$ cat config.mk
export PLATFORM = sky130hd
export DESIGN_NAME = mem_stage_lsu_flat
export DESIGN_NICKNAME = d
export VERILOG_FILES = /design/src/rtl/mem_stage_lsu_if.sv /design/src/rtl/mem_stage_lsu.sv /design/src/flat_wrapper.sv
export SDC_FILE = /design/constraint.sdc
export NUM_CORES = 1
export LEC_CHECK = 0
export ABC_AREA = 1
export BUFFER_PORTS_ARGS = -buffer_cell sky130_fd_sc_hd__buf_2
export CAP_MARGIN = 10
export CORE_ASPECT_RATIO = 0.9
export CORE_UTILIZATION = 45
export DETAILED_ROUTE_END_ITERATION = 10
export PLACE_DENSITY = 0.79
export SLEW_MARGIN = 20
export SYNTH_ARGS = -nofsm -noshare
export SYNTH_HDL_FRONTEND = slang
export SYNTH_SLANG_ARGS = --single-unit
$ cat constraint.sdc
create_clock -name clk -period 3.7 [get_ports clk]
set_input_delay 0.37 -clock clk [delete_from_list [all_inputs] [get_ports clk]]
set_output_delay 0.37 -clock clk [all_outputs]
set_load 0.005 [all_outputs]
$ cat src/rtl/mem_stage_lsu_if.sv
// Data-memory request/acknowledge bus between the M-stage LSU and data memory.
// Latency: none; wires only.
// Backpressure: request and attributes are held by the master until ack or timeout.
interface mem_stage_lsu_if #(
    parameter int ADDR_WIDTH = 32,
    parameter int DATA_WIDTH = 32
);
    logic                  req;
    logic                  we;
    logic [ADDR_WIDTH-1:0] addr;
    logic [DATA_WIDTH-1:0] wdata;
    logic [3:0]            be;
    logic [DATA_WIDTH-1:0] rdata;
    logic                  ack;

    modport master (
        output req, we, addr, wdata, be,
        input  rdata, ack
    );

    modport slave (
        input  req, we, addr, wdata, be,
        output rdata, ack
    );
endinterface

$ cat src/rtl/mem_stage_lsu.sv
// M-stage load/store unit: turns load/store controls into a req/ack memory access.
// Latency: 3 cycles minimum (IDLE, BUSY with same-cycle ack, DONE), +1 per ack wait.
// Backpressure: mem_stall freezes F/D/E/M until DONE; a silent memory ends in a bus error.
module mem_stage_lsu #(
    parameter int DATA_WIDTH     = 32,
    parameter int ADDR_WIDTH     = 32,
    parameter int TIMEOUT_CYCLES = 255
) (
    input  logic                  clk,
    input  logic                  rst,
    input  logic                  M_mem_read,
    input  logic                  M_mem_write,
    input  logic [2:0]            M_funct3,
    input  logic [ADDR_WIDTH-1:0] M_addr,
    input  logic [DATA_WIDTH-1:0] M_write_data,
    output logic                  mem_stall,
    output logic [DATA_WIDTH-1:0] M_mem_data,
    output logic                  M_misaligned,
    output logic                  M_bus_err,
    mem_stage_lsu_if.master       dmem
);

    // Counter only has to reach TIMEOUT_CYCLES-1; the terminal BUSY cycle is the compare hit.
    localparam int CW = (TIMEOUT_CYCLES > 1) ? $clog2(TIMEOUT_CYCLES) : 1;

    typedef enum logic [1:0] {IDLE, BUSY, DONE} state_t;

    state_t                state;
    state_t                next_state;
    logic [CW-1:0]         cnt;
    logic [2:0]            ld_funct3;
    logic [1:0]            ld_lane;
    logic                  access;
    logic                  is_half;
    logic                  is_word;
    logic                  misalign;
    logic                  start;
    logic                  tmo_hit;
    logic [3:0]            st_be;
    logic [DATA_WIDTH-1:0] st_wdata;

    // Sub-word load extraction; unknown width codes fall back to a full word.
    function automatic logic [DATA_WIDTH-1:0] extend(input logic [2:0]            f3,
                                                     input logic [1:0]            lane,
                                                     input logic [DATA_WIDTH-1:0] rd);
        logic [7:0]  b;
        logic [15:0] h;
        b = rd[{lane, 3'b000} +: 8];
        h = lane[1] ? rd[31:16] : rd[15:0];
        case (f3)
            3'b000:  extend = {{(DATA_WIDTH-8){b[7]}}, b};
            3'b100:  extend = {{(DATA_WIDTH-8){1'b0}}, b};
            3'b001:  extend = {{(DATA_WIDTH-16){h[15]}}, h};
            3'b101:  extend = {{(DATA_WIDTH-16){1'b0}}, h};
            default: extend = rd;
        endcase
    endfunction

    // Alignment check and access qualification; a store takes precedence over a load.
    always_comb begin
        access   = M_mem_read | M_mem_write;
        is_half  = (M_funct3 == 3'b001) || (!M_mem_write && M_funct3 == 3'b101);
        is_word  = (M_funct3 == 3'b010);
        misalign = (is_half && M_addr[0]) || (is_word && (M_addr[1:0] != 2'b00));
        start    = !rst && access && !misalign;
        tmo_hit  = (TIMEOUT_CYCLES != 0) && (cnt == CW'(TIMEOUT_CYCLES - 1));
    end

    // Store lane steering; loads fetch the whole word and extract locally.
    always_comb begin
        st_be    = 4'hF;
        st_wdata = M_write_data;
        if (!M_mem_write) begin
            st_wdata = '0;
        end else begin
            case (M_funct3)
                3'b000: begin
                    st_be    = 4'b0001 << M_addr[1:0];
                    st_wdata = {4{M_write_data[7:0]}};
                end
                3'b001: begin
                    st_be    = 4'b0011 << {M_addr[1], 1'b0};
                    st_wdata = {2{M_write_data[15:0]}};
                end
                default: begin
                    st_be    = 4'hF;
                    st_wdata = M_write_data;
                end
            endcase
        end
    end

    // State register.
    always_ff @(posedge clk) begin
        if (rst) state <= IDLE;
        else     state <= next_state;
    end

    // Next-state and stall/request decode.
    always_comb begin
        next_state   = state;
        mem_stall    = 1'b0;
        M_misaligned = 1'b0;
        dmem.req     = 1'b0;
        case (state)
            IDLE: begin
                M_misaligned = !rst && access && misalign;
                mem_stall    = start;
                if (start) next_state = BUSY;
            end
            BUSY: begin
                dmem.req  = 1'b1;
                mem_stall = 1'b1;
                if (dmem.ack || tmo_hit) next_state = DONE;
            end
            DONE:    next_state = IDLE;
            default: next_state = IDLE;
        endcase
    end

    // Bus attributes latched at launch, load capture on ack, timeout bookkeeping.
    always_ff @(posedge clk) begin
        if (rst) begin
            dmem.we    <= 1'b0;
            dmem.addr  <= '0;
            dmem.wdata <= '0;
            dmem.be    <= 4'h0;
            ld_funct3  <= 3'b000;
            ld_lane    <= 2'b00;
            cnt        <= '0;
            M_mem_data <= '0;
            M_bus_err  <= 1'b0;
        end else begin
            M_bus_err <= 1'b0;
            case (state)
                IDLE: begin
                    if (start) begin
                        dmem.we    <= M_mem_write;
                        dmem.addr  <= {M_addr[ADDR_WIDTH-1:2], 2'b00};
                        dmem.wdata <= st_wdata;
                        dmem.be    <= st_be;
                        ld_funct3  <= M_funct3;
                        ld_lane    <= M_addr[1:0];
                        cnt        <= '0;
                    end
                end
                BUSY: begin
                    if (dmem.ack) begin
                        if (!dmem.we) M_mem_data <= extend(ld_funct3, ld_lane, dmem.rdata);
                    end else if (tmo_hit) begin
                        M_mem_data <= '0;
                        M_bus_err  <= 1'b1;
                    end else begin
                        cnt <= cnt + 1'b1;
                    end
                end
                default: ;
            endcase
        end
    end

endmodule

$ cat src/flat_wrapper.sv
// flat-port wrapper written by rule: the top's interface ports become plain ports
module mem_stage_lsu_flat 
#(
    parameter int DATA_WIDTH     = 32,
    parameter int ADDR_WIDTH     = 32,
    parameter int TIMEOUT_CYCLES = 255
)
  (clk, rst, M_mem_read, M_mem_write, M_funct3, M_addr, M_write_data, mem_stall, M_mem_data, M_misaligned, M_bus_err, dmem_req, dmem_we, dmem_addr, dmem_wdata, dmem_be, dmem_rdata, dmem_ack);
  mem_stage_lsu_if #(.ADDR_WIDTH(ADDR_WIDTH), .DATA_WIDTH(DATA_WIDTH)) dmem_i ();
  input  logic clk;
  input  logic rst;
  input  logic M_mem_read;
  input  logic M_mem_write;
  input  logic [2:0] M_funct3;
  input  logic [ADDR_WIDTH-1:0] M_addr;
  input  logic [DATA_WIDTH-1:0] M_write_data;
  output logic mem_stall;
  output logic [DATA_WIDTH-1:0] M_mem_data;
  output logic M_misaligned;
  output logic M_bus_err;
  output wire logic [$bits(dmem_i.req)-1:0] dmem_req;
  output wire logic [$bits(dmem_i.we)-1:0] dmem_we;
  output wire logic [$bits(dmem_i.addr)-1:0] dmem_addr;
  output wire logic [$bits(dmem_i.wdata)-1:0] dmem_wdata;
  output wire logic [$bits(dmem_i.be)-1:0] dmem_be;
  input wire logic [$bits(dmem_i.rdata)-1:0] dmem_rdata;
  input wire logic [$bits(dmem_i.ack)-1:0] dmem_ack;
  assign dmem_req = dmem_i.req;
  assign dmem_we = dmem_i.we;
  assign dmem_addr = dmem_i.addr;
  assign dmem_wdata = dmem_i.wdata;
  assign dmem_be = dmem_i.be;
  assign dmem_i.rdata = dmem_rdata;
  assign dmem_i.ack = dmem_ack;
  mem_stage_lsu #(.DATA_WIDTH(DATA_WIDTH), .ADDR_WIDTH(ADDR_WIDTH), .TIMEOUT_CYCLES(TIMEOUT_CYCLES)) u_core (.clk(clk), .rst(rst), .M_mem_read(M_mem_read), .M_mem_write(M_mem_write), .M_funct3(M_funct3), .M_addr(M_addr), .M_write_data(M_write_data), .mem_stall(mem_stall), .M_mem_data(M_mem_data), .M_misaligned(M_misaligned), .M_bus_err(M_bus_err), .dmem(dmem_i));
endmodule
# Yosys cells after proc, flatten, opt, wreduce, memory -nomap -nowiden
# Cells that the tools add are included.
# W data, S select, Z words.
[word_totals]
reg_bits = 115
latch_bits = 0
ramBits = 0
rom_bits = 0
in_bits = 104
output_inout_bits = 105
word_cells = 72
n_memories = 0
[op_classes]
addsub = 1
mul = 0
div = 0
magnitude_cmp = 0
n_eq_ne = 13
shift = 3
muxes = 20
bitwise = 2
n_reduce_logical = 23
[ops]
columns = ["op", "n"]
rows = [
  ["$mux W32", 4],
  ["$pmux W32 S4", 1],
  ["$pmux W32 S2", 1],
  ["$shiftx A32 B6 Y8", 1],
  ["$mux W8", 3],
  ["$mux W16", 1],
  ["$pmux W8 S2", 1],
  ["$eq A3 B3 Y1 const B", 3],
  ["$add A8 B1 Y8 const B", 1],
  ["$eq A8 B8 Y1 const B", 1],
  ["$pmux W4 S2", 1],
  ["$eq A3 B1 Y1 const B", 2],
  ["$logic_and A1 B1 Y1", 6],
  ["$logic_not A3 Y1", 2],
  ["$ne A2 B2 Y1 const B", 3],
  ["$reduce_bool A2 Y1", 3],
  ["$mux W2", 2],
  ["$mux W4", 1],
  ["$ne A2 B1 Y1 const B", 2],
  ["$pmux W2 S2", 1],
  ["$reduce_and A2 Y1", 2],
  ["$reduce_and A4 Y1", 1],
  ["$shl A1 B2 Y4 const A", 1],
  ["$shl A2 B2 Y4 const A", 1],
  ["other kinds (11)", 17],
]

# Longest topological paths before layout
# Gate-level depths: netlist of run 1.
[logic_depth]
word_depth = 9
mapped_depth = 11
mapped_depth_nobuf = 10

# Least setup slack after synthesis of run 1
# OpenSTA, ideal clock, no wires.
[synth_timing]
path_kind = "in2out"
startpoint = "input rst"
endpoint = "output mem_stall"
arrival_ns = 1.342
t_required_ns = 3.330
setup_slack_ns = 1.988
path_stages = 8
path_buffers = 3
path_cell_list = "buf_2 -> inv_2 -> o21ai_2 -> nor2_4 -> nand3_4 -> buf_2 -> buf_6 -> nand2_1"
[synth_between]
elab_chain_len = 4
[synth_lines]
columns = ["element", "line", "text"]
rows = [
  ["from (decl)", "flat_wrapper.sv:11", "input logic rst;"],
  ["$logic_not A1 Y1", "mem_stage_lsu.sv:65", "start = !rst && access && !misalign;"],
  ["$logic_and A1 B1 Y1 (2 in series)", "mem_stage_lsu.sv:65", ""],
  ["$pmux W1 S2", "mem_stage_lsu.sv:105", "case (state)"],
  ["to (decl)", "flat_wrapper.sv:17", "output logic mem_stall;"],
]
# Every way passes these cells.

# Worst setup path in the final report of run 1
[layout_timing]
startpoint = "register u_core.state[1]"
endpoint = "register u_core.dmem.wdata[1]"
[layout_between]
elab_chain_len = 2
[layout_lines]
columns = ["element", "line", "text"]
rows = [
  ["from (decl)", "mem_stage_lsu.sv:28", "state_t state;"],
  ["from (signal assigned)", "mem_stage_lsu.sv:96", "else state <= next_state;"],
  ["$logic_not A2 Y1", "mem_stage_lsu.sv:135", "case (state)"],
  ["$reduce_and A2 Y1 (no source line)", "n/a", ""],
  ["to (signal assigned)", "mem_stage_lsu.sv:140", "dmem.wdata <= st_wdata;"],
  ["to (decl)", "mem_stage_lsu_if.sv:17", "output req, we, addr, wdata, be,"],
]
# Every way passes these cells.
# A chain may end at the register's enable or synchronous reset.

==> out/summary.txt, run 1 <==
CP endpoint kind: flop
Setup TNS Final: 0 ps
Worst-Skew Late Latency: 400 ps
Slowest Stage Delay on Critical Path: 570 ps
synthesized area: 5420 µm²
Max transition margin: 0.401
vias per cell: 5.06
crit-path max FO: 42
Max Slew Vio Count: 0
gpl congestion: 0.890
Critical-path top delay cell: nor2_4
Routed WL: 15900 µm
Worst Reg-to-Reg Cells: 7
clock network power share: 0.477
Die X: 118 µm
Multi-input gate area: 2600 µm²
kind of cell adding the most delay to the critical path: simple AND/OR/NAND/NOR gates
commonest non-fill, non-tap cell in the layout: buf_2
Worst EP required: 4020 ps
most frequent cells in the layout: buf_2, nand2_1, dfxtp_1
Filler cells: 1131
CTS clk-pin slew, worst paths: 50 ps
PortBufs: 206
CTS sink cnt: 115
Avg Inst Size Synth: 6.77 µm²
max-cap violations: 0
final period demand of the worst path: 2590 ps
count of cell types in the netlist: 34
async set-reset flop share out of synthesis: 0
Layout Skew: 8.63 ps
post-CTS setup buffers: 0
worst reg-to-reg setup slack: 1110 ps
1st-iter DRT viols: 525
endpoints failing setup: 0
detailed-route via count: 5811
Fin. Hold Viols: 0
Max Clk Rate: 386 MHz
largest net degree at the start of global routing: 89
Ant. Diodes: 0
vias in the first global route: 5289
Synth Flop Type: dfxtp_1
number of synthesized flops with an enable pin: 0
Overflow after GRT: 0
CTS max path bufs: 2
Hold Crit Depth: 3
standard-cell rows: 37
post_cts resized: 0
DIE AREA: 12500 µm²
Tcrit/Tclk final: 0.700
Total Nets Final: 1086
remaining antenna violation count: 0
crit-path cells: or2_1, nor2_4, buf_4, nand3_4, nor2_4, inv_2, o21ai_0
Setup CP Type: flop to flop
most numerous cell on the critical path: nor2_4
Gate power share: 0.144
dpl hpwl: 11100 µm
hold_sp: M_write_data[12]
1st-pass router iterations: 10
post-layout util: 0.609
IR Drop Worst-Case VDD: 0.000266 V
Yosys warning count: 0
hold endpoint: u_core.dmem.wdata[12]
CTS tree: yes
synthesis-stage register bit count: 115
Slew @ Worst Pin: 897 ps
Worst Setup SP: u_core.state[1]
Ports: 209
RR Endpoint: u_core.dmem.wdata[1]
CTS Buf Count: 17
RR Startpoint: u_core.state[1]
Psw: 0.934 mW
sequential cell area fraction in the yosys report: 0.425
share of cells above drive strength 1: 0.255
first-pass GRT wire length: 25800 µm
Worst Setup Start Kind: flop
unrepaired setup endpoints after global routing: no
All-Layer GR Usage: 0.253
area of the core: 11600 µm²
Leakage: 3.51 nW
critical path arrival: 2920 ps
Hold-fix buffers, CTS: 0
clk root buf: clkbuf_16
Initial Util: 0.468
count of buffer and inverter cells on the critical path: 2
Pwr Density: 518 nW/µm²
initial antenna violation count: 0
H-tree levels: 4
Switching Share: 0.256
Layout Area Growth over Synthesis: 30.0%
share of power burned in registers: 0.379
Pint: 2.71 mW
status: completed
average wire per standard cell: 13.9 µm
register area: 2300 µm²
drt drc: 0
Hold Crit Class: input port to flop
Synth Instances: 801
die height: 106 µm
-- worst max-delay path by stage --
stage | slack, ps | end | depth (start not counted)
floorplan | 1990 | mem_stall | 8
global placement | 980 | u_core.dmem.wdata[3] | 9
detailed placement | 890 | u_core.dmem.wdata[1] | 9
CTS | 1120 | mem_stall | 6
global route | 870 | u_core.dmem.wdata[0] | 7
finish | 1110 | u_core.dmem.wdata[1] | 7
-- synth_stat cells (2+ instances only) --
cell type / count / area share
nand3_1: 64 / 0.059
o21ai_1: 14 / 0.013
xor2_1: 2 / 0.0032
inv_2: 5 / 0.0035
ha_1: 2 / 0.0046
or2_2: 2 / 0.0023
o211ai_1: 13 / 0.018
o221ai_1: 4 / 0.0065
nand4_1: 2 / 0.0023
buf_6: 4 / 0.0083
nand2_1: 180 / 0.12
clkbuf_1: 25 / 0.017
buf_1: 3 / 0.0021
buf_2: 14 / 0.013
nor2_4: 2 / 0.0042
inv_1: 64 / 0.044
nor2_1: 104 / 0.072
a21oi_1: 96 / 0.089
o21ai_0: 66 / 0.061
buf_4: 6 / 0.0083
dfxtp_1: 115 / 0.42
nand2_2: 2 / 0.0023
-- cells by family after synthesis --
group	Yosys count	synth area share
buffers and inverters	121	0.0967
adder cells (fa/ha/maj)	2	0.00462
flip-flops	115	0.425
AND/OR/NAND/NOR	363	0.277
AO/OA/AOI/OAI	196	0.191
other	1	0.000692
XOR/XNOR	3	0.00485
-- per-stage QoR --
| step | instances | hold WS (ps) | area, µm² | power [mW] | worst slack, ps |
|---|---|---|---|---|---|
| 2_1_floorplan | 802 | 444 | 5430 | 1.72 | 1990 |
| 3_3_place_gp | 1117 | 443 | 6420 | 1.91 | 976 |
| 3_5_place_dp | 1117 | 451 | 6420 | 1.92 | 886 |
| 4_1_cts | 1148 | 222 | 7050 | 3.66 | 1120 |
| 5_1_grt | 1148 | 227 | 7050 | 3.81 | 874 |
| 6_report | 1148 | 235 | 7050 | 3.65 | 1110 |
-- per-layer routing --
metal,wire [µm],share of wire,vias to the layer above,global-route usage
met3,1180,0.074,17,0.0681
met4,173,0.011,0,0.0788
met5,0,0,-,0
met1,7130,0.45,2619,0.328
met2,7440,0.47,217,0.411
li1,-,-,2958,-
-- power groups by stage --
stage,registers [mW],logic [mW],clock network (mW)
floorplan,1.40,0.325,0
global placement,1.40,0.513,0
detailed placement,1.40,0.519,0
CTS,1.38,0.523,1.76
global route,1.39,0.592,1.83
finish,1.38,0.525,1.74
-- tightest hold or removal path, delay by kind of cell --
kind            cells  cell delay, ps
buf+inv             1              90
compound gates      1             110
simple gates        1              40
-- flip-flops by register name, indices dropped and copies added, names as in the netlist --
name	cells
u_core.M_bus_err	1
u_core.dmem.addr	30
u_core.state	2
u_core.dmem.we	1
u_core.ld_funct3	3
u_core.ld_lane	2
u_core.dmem.wdata	32
u_core.dmem.be	4
u_core.M_mem_data	32
u_core.cnt	8
-- area by class of cell --
cell class | instances | area share
Clock inverter | 10 | 0.0259
Timing Repair Buffer | 211 | 0.152
Tap cell | 156 | 0.0277
Inverter | 69 | 0.0368
Clock buffer | 21 | 0.0625
Sequential cell | 115 | 0.327
Multi-Input combinational cell | 566 | 0.369
No activity file was read; power rests on OpenSTA's default activity.
==> run 2, diff against run 1 <==
==> constraint.sdc (replaced) <==
create_clock -name clk -period 2.7 [get_ports clk]
set_input_delay 0.27 -clock clk [delete_from_list [all_inputs] [get_ports clk]]
set_output_delay 0.27 -clock clk [all_outputs]
set_load 0.005 [all_outputs]
==> run 2 against run 1 <==
  * Final cell count grew 0.61%
  * Combinational power grew 40%
  * Core utilization grew 0.34 points
  * Cell area grew 0.55%
  * Flip-flop and latch count is the same
  * Worst hold slack lost 100 ps
  * Highest routed layer unchanged
==> out/summary.txt, run 2 (synthesized netlist as in run 1, its figures left out) <==
standard-cell rows: 37 (unchanged)
area of the core: 11600 µm² (unchanged)
global route hottest layer: met2
Layout Skew: 5.79 ps (-2.85 ps)
unrepaired setup endpoints after global routing: no
Routed WL: 15800 µm (-0.77%)
Ports: 209 (unchanged)
Overflow after GRT: 0 (unchanged)
critical path arrival: 2390 ps (-530 ps)
grt met2 use: 0.413 (+0.00168)
Total Nets Final: 1092 (+0.55%)
share of power burned in registers: 0.385 (+0.006)
final period demand of the worst path: 2070 ps (-525 ps)
worst reg-to-reg setup slack: 630 ps (-470 ps)
met1 Use GR: 0.338 (+0.00963)
Slew @ Worst Pin: 835 ps (-62.0 ps)
most frequent cells in the layout: buf_2, nand2_1, dfxtp_1
GR met3 Demand/Resource: 0.0697 (+0.00161)
post_cts resized: 0 (unchanged)
CTS sink cnt: 115 (unchanged)
Layout Area Growth over Synthesis: 30.7%
Tcrit/Tclk final: 0.765 (+0.0649)
average wire per standard cell: 13.7 µm (-1.4%)
share of cells above drive strength 1: 0.262 (+0.00722)
endpoints failing setup: 0 (unchanged)
Initial Util: 0.468 (unchanged)
clock network power share: 0.464 (-0.013)
Ant. Diodes: 0 (unchanged)
Leakage: 3.54 nW (+1.1%)
Fin. Hold Viols: 0 (unchanged)
IR Drop Worst-Case VDD: 0.000380 V (+43%)
gpl congestion: 0.936 (+5.1%)
vias in the first global route: 5363 (+1.4%)
initial antenna violation count: 0 (unchanged)
CTS Buf Count: 17 (unchanged)
Filler cells: 1158 (+2.4%)
CTS tree: yes
post-CTS setup buffers: 0 (unchanged)
H-tree levels: 4 (unchanged)
Worst EP required: 3020 ps (-1000 ps)
CTS clk-pin slew, worst paths: 50 ps (about the same)
dpl cells: 1123 (+0.54%)
Hold-fix buffers, CTS: 0 (unchanged)
final std cells w/o fill: 1155 (+0.61%)
max-cap violations: 0 (unchanged)
Switching Share: 0.261 (+0.00502)
Largest regs: u_core.M_mem_data (32), u_core.dmem.wdata (32), u_core.dmem.addr (30)
Die X: 118 µm (unchanged)
Psw: 1.28 mW (+37%)
dpl hpwl: 11100 µm (+0.55%)
DIE AREA: 12500 µm² (unchanged)
Setup TNS Final: 0 ps (unchanged)
total power draw: 4.89 mW (+34%)
Worst Setup Start Kind: flop
Max Clk Rate: 484 MHz (+25%)
vias per cell: 5.08 (+0.42%)
clk root buf: clkbuf_16
Gate power share: 0.151 (+0.007)
PortBufs: 206 (unchanged)
Hold Crit Class: input port to flop
Pwr Density: 691 nW/µm² (+33%)
1st-pass router iterations: 6 (-4)
Worst-Skew Late Latency: 400 ps (about the same)
commonest non-fill, non-tap cell in the layout: buf_2
Setup CP Type: flop to flop
first-pass GRT wire length: 26200 µm (+1.6%)
remaining antenna violation count: 0 (unchanged)
detailed-route via count: 5871 (+1.0%)
die height: 106 µm (unchanged)
status: completed
1st-iter DRT viols: 429 (-18%)
crit-path max FO: 33 (-21%)
drt drc: 0 (unchanged)
final hold slack: 135 ps (-99.8 ps)
finished layout cell area: 7090 µm² (+0.55%)
Max Slew Vio Count: 0 (unchanged)
Pint: 3.62 mW (+33%)
largest net degree at the start of global routing: 89 (unchanged)
Max transition margin: 0.443 (+0.0420)
Placed Instance Area: 6480 µm² (+0.90%)
CTS max path bufs: 2 (unchanged)
CP endpoint kind: flop
All-Layer GR Usage: 0.259 (+0.00594)
[run 2: changes by cell type in the layout (fill, tap and decap cells not counted), sizes merged]
cell,change
clkinv,+3
clkinvlp,-1
buf,+6
bufinv,-2
clkbuf,+1
[run 2: cell type report]
type / count / area [µm²] / area share
tap: 156 / 195 / 0.0275
sequential: 115 / 2300 / 0.325
inverter: 69 / 259 / 0.0366
clock inverter: 10 / 130 / 0.0184
multi-input combinational: 566 / 2600 / 0.367
clock buffer: 22 / 474 / 0.0669
timing repair buffer: 217 / 1130 / 0.159
[run 2: worst paths after layout]
kind                                             from               endpoint  depth (start not counted)
worst max-delay path                  u_core.state[1]   u_core.dmem.wdata[0]                          6
worst min register to register  u_core.M_mem_data[31]  u_core.M_mem_data[31]                          2
worst min-delay path                       M_addr[12]   u_core.dmem.addr[12]                          3
worst max register to register        u_core.state[1]   u_core.dmem.wdata[0]                          6
[run 2: critical path, cell delays in order (launching register included)]
cell and delay (ps):
dfxtp_1 310, or2_1 270, nor2_4 140, nand3_4 310
nor2_4 510, inv_2 240, o21ai_0 200
[run 2: metal layers]
layer / wire length (µm) / part of all wire
met5: 0 / 0
met4: 265 / 0.017
met3: 1230 / 0.078
met2: 7370 / 0.47
met1: 6940 / 0.44
[run 2: per-stage QoR]
| step | util | setup WS (ps) |
|---|---|---|
| after detailed placement | 0.560 | 608 |
| after global placement | 0.560 | 660 |
| after floorplan | - | 1190 |
| after global routing | 0.612 | 418 |
| final | 0.612 | 634 |
| after CTS | 0.612 | 619 |
[run 2: power groups by stage]
stage	clock, mW	combinational [mW]	sequential, mW
after floorplan	0	0.445	1.91
after global placement	0	0.726	1.91
after detailed placement	0	0.730	1.91
after CTS	2.31	0.735	1.88
after global routing	2.40	0.828	1.90
final	2.27	0.737	1.88
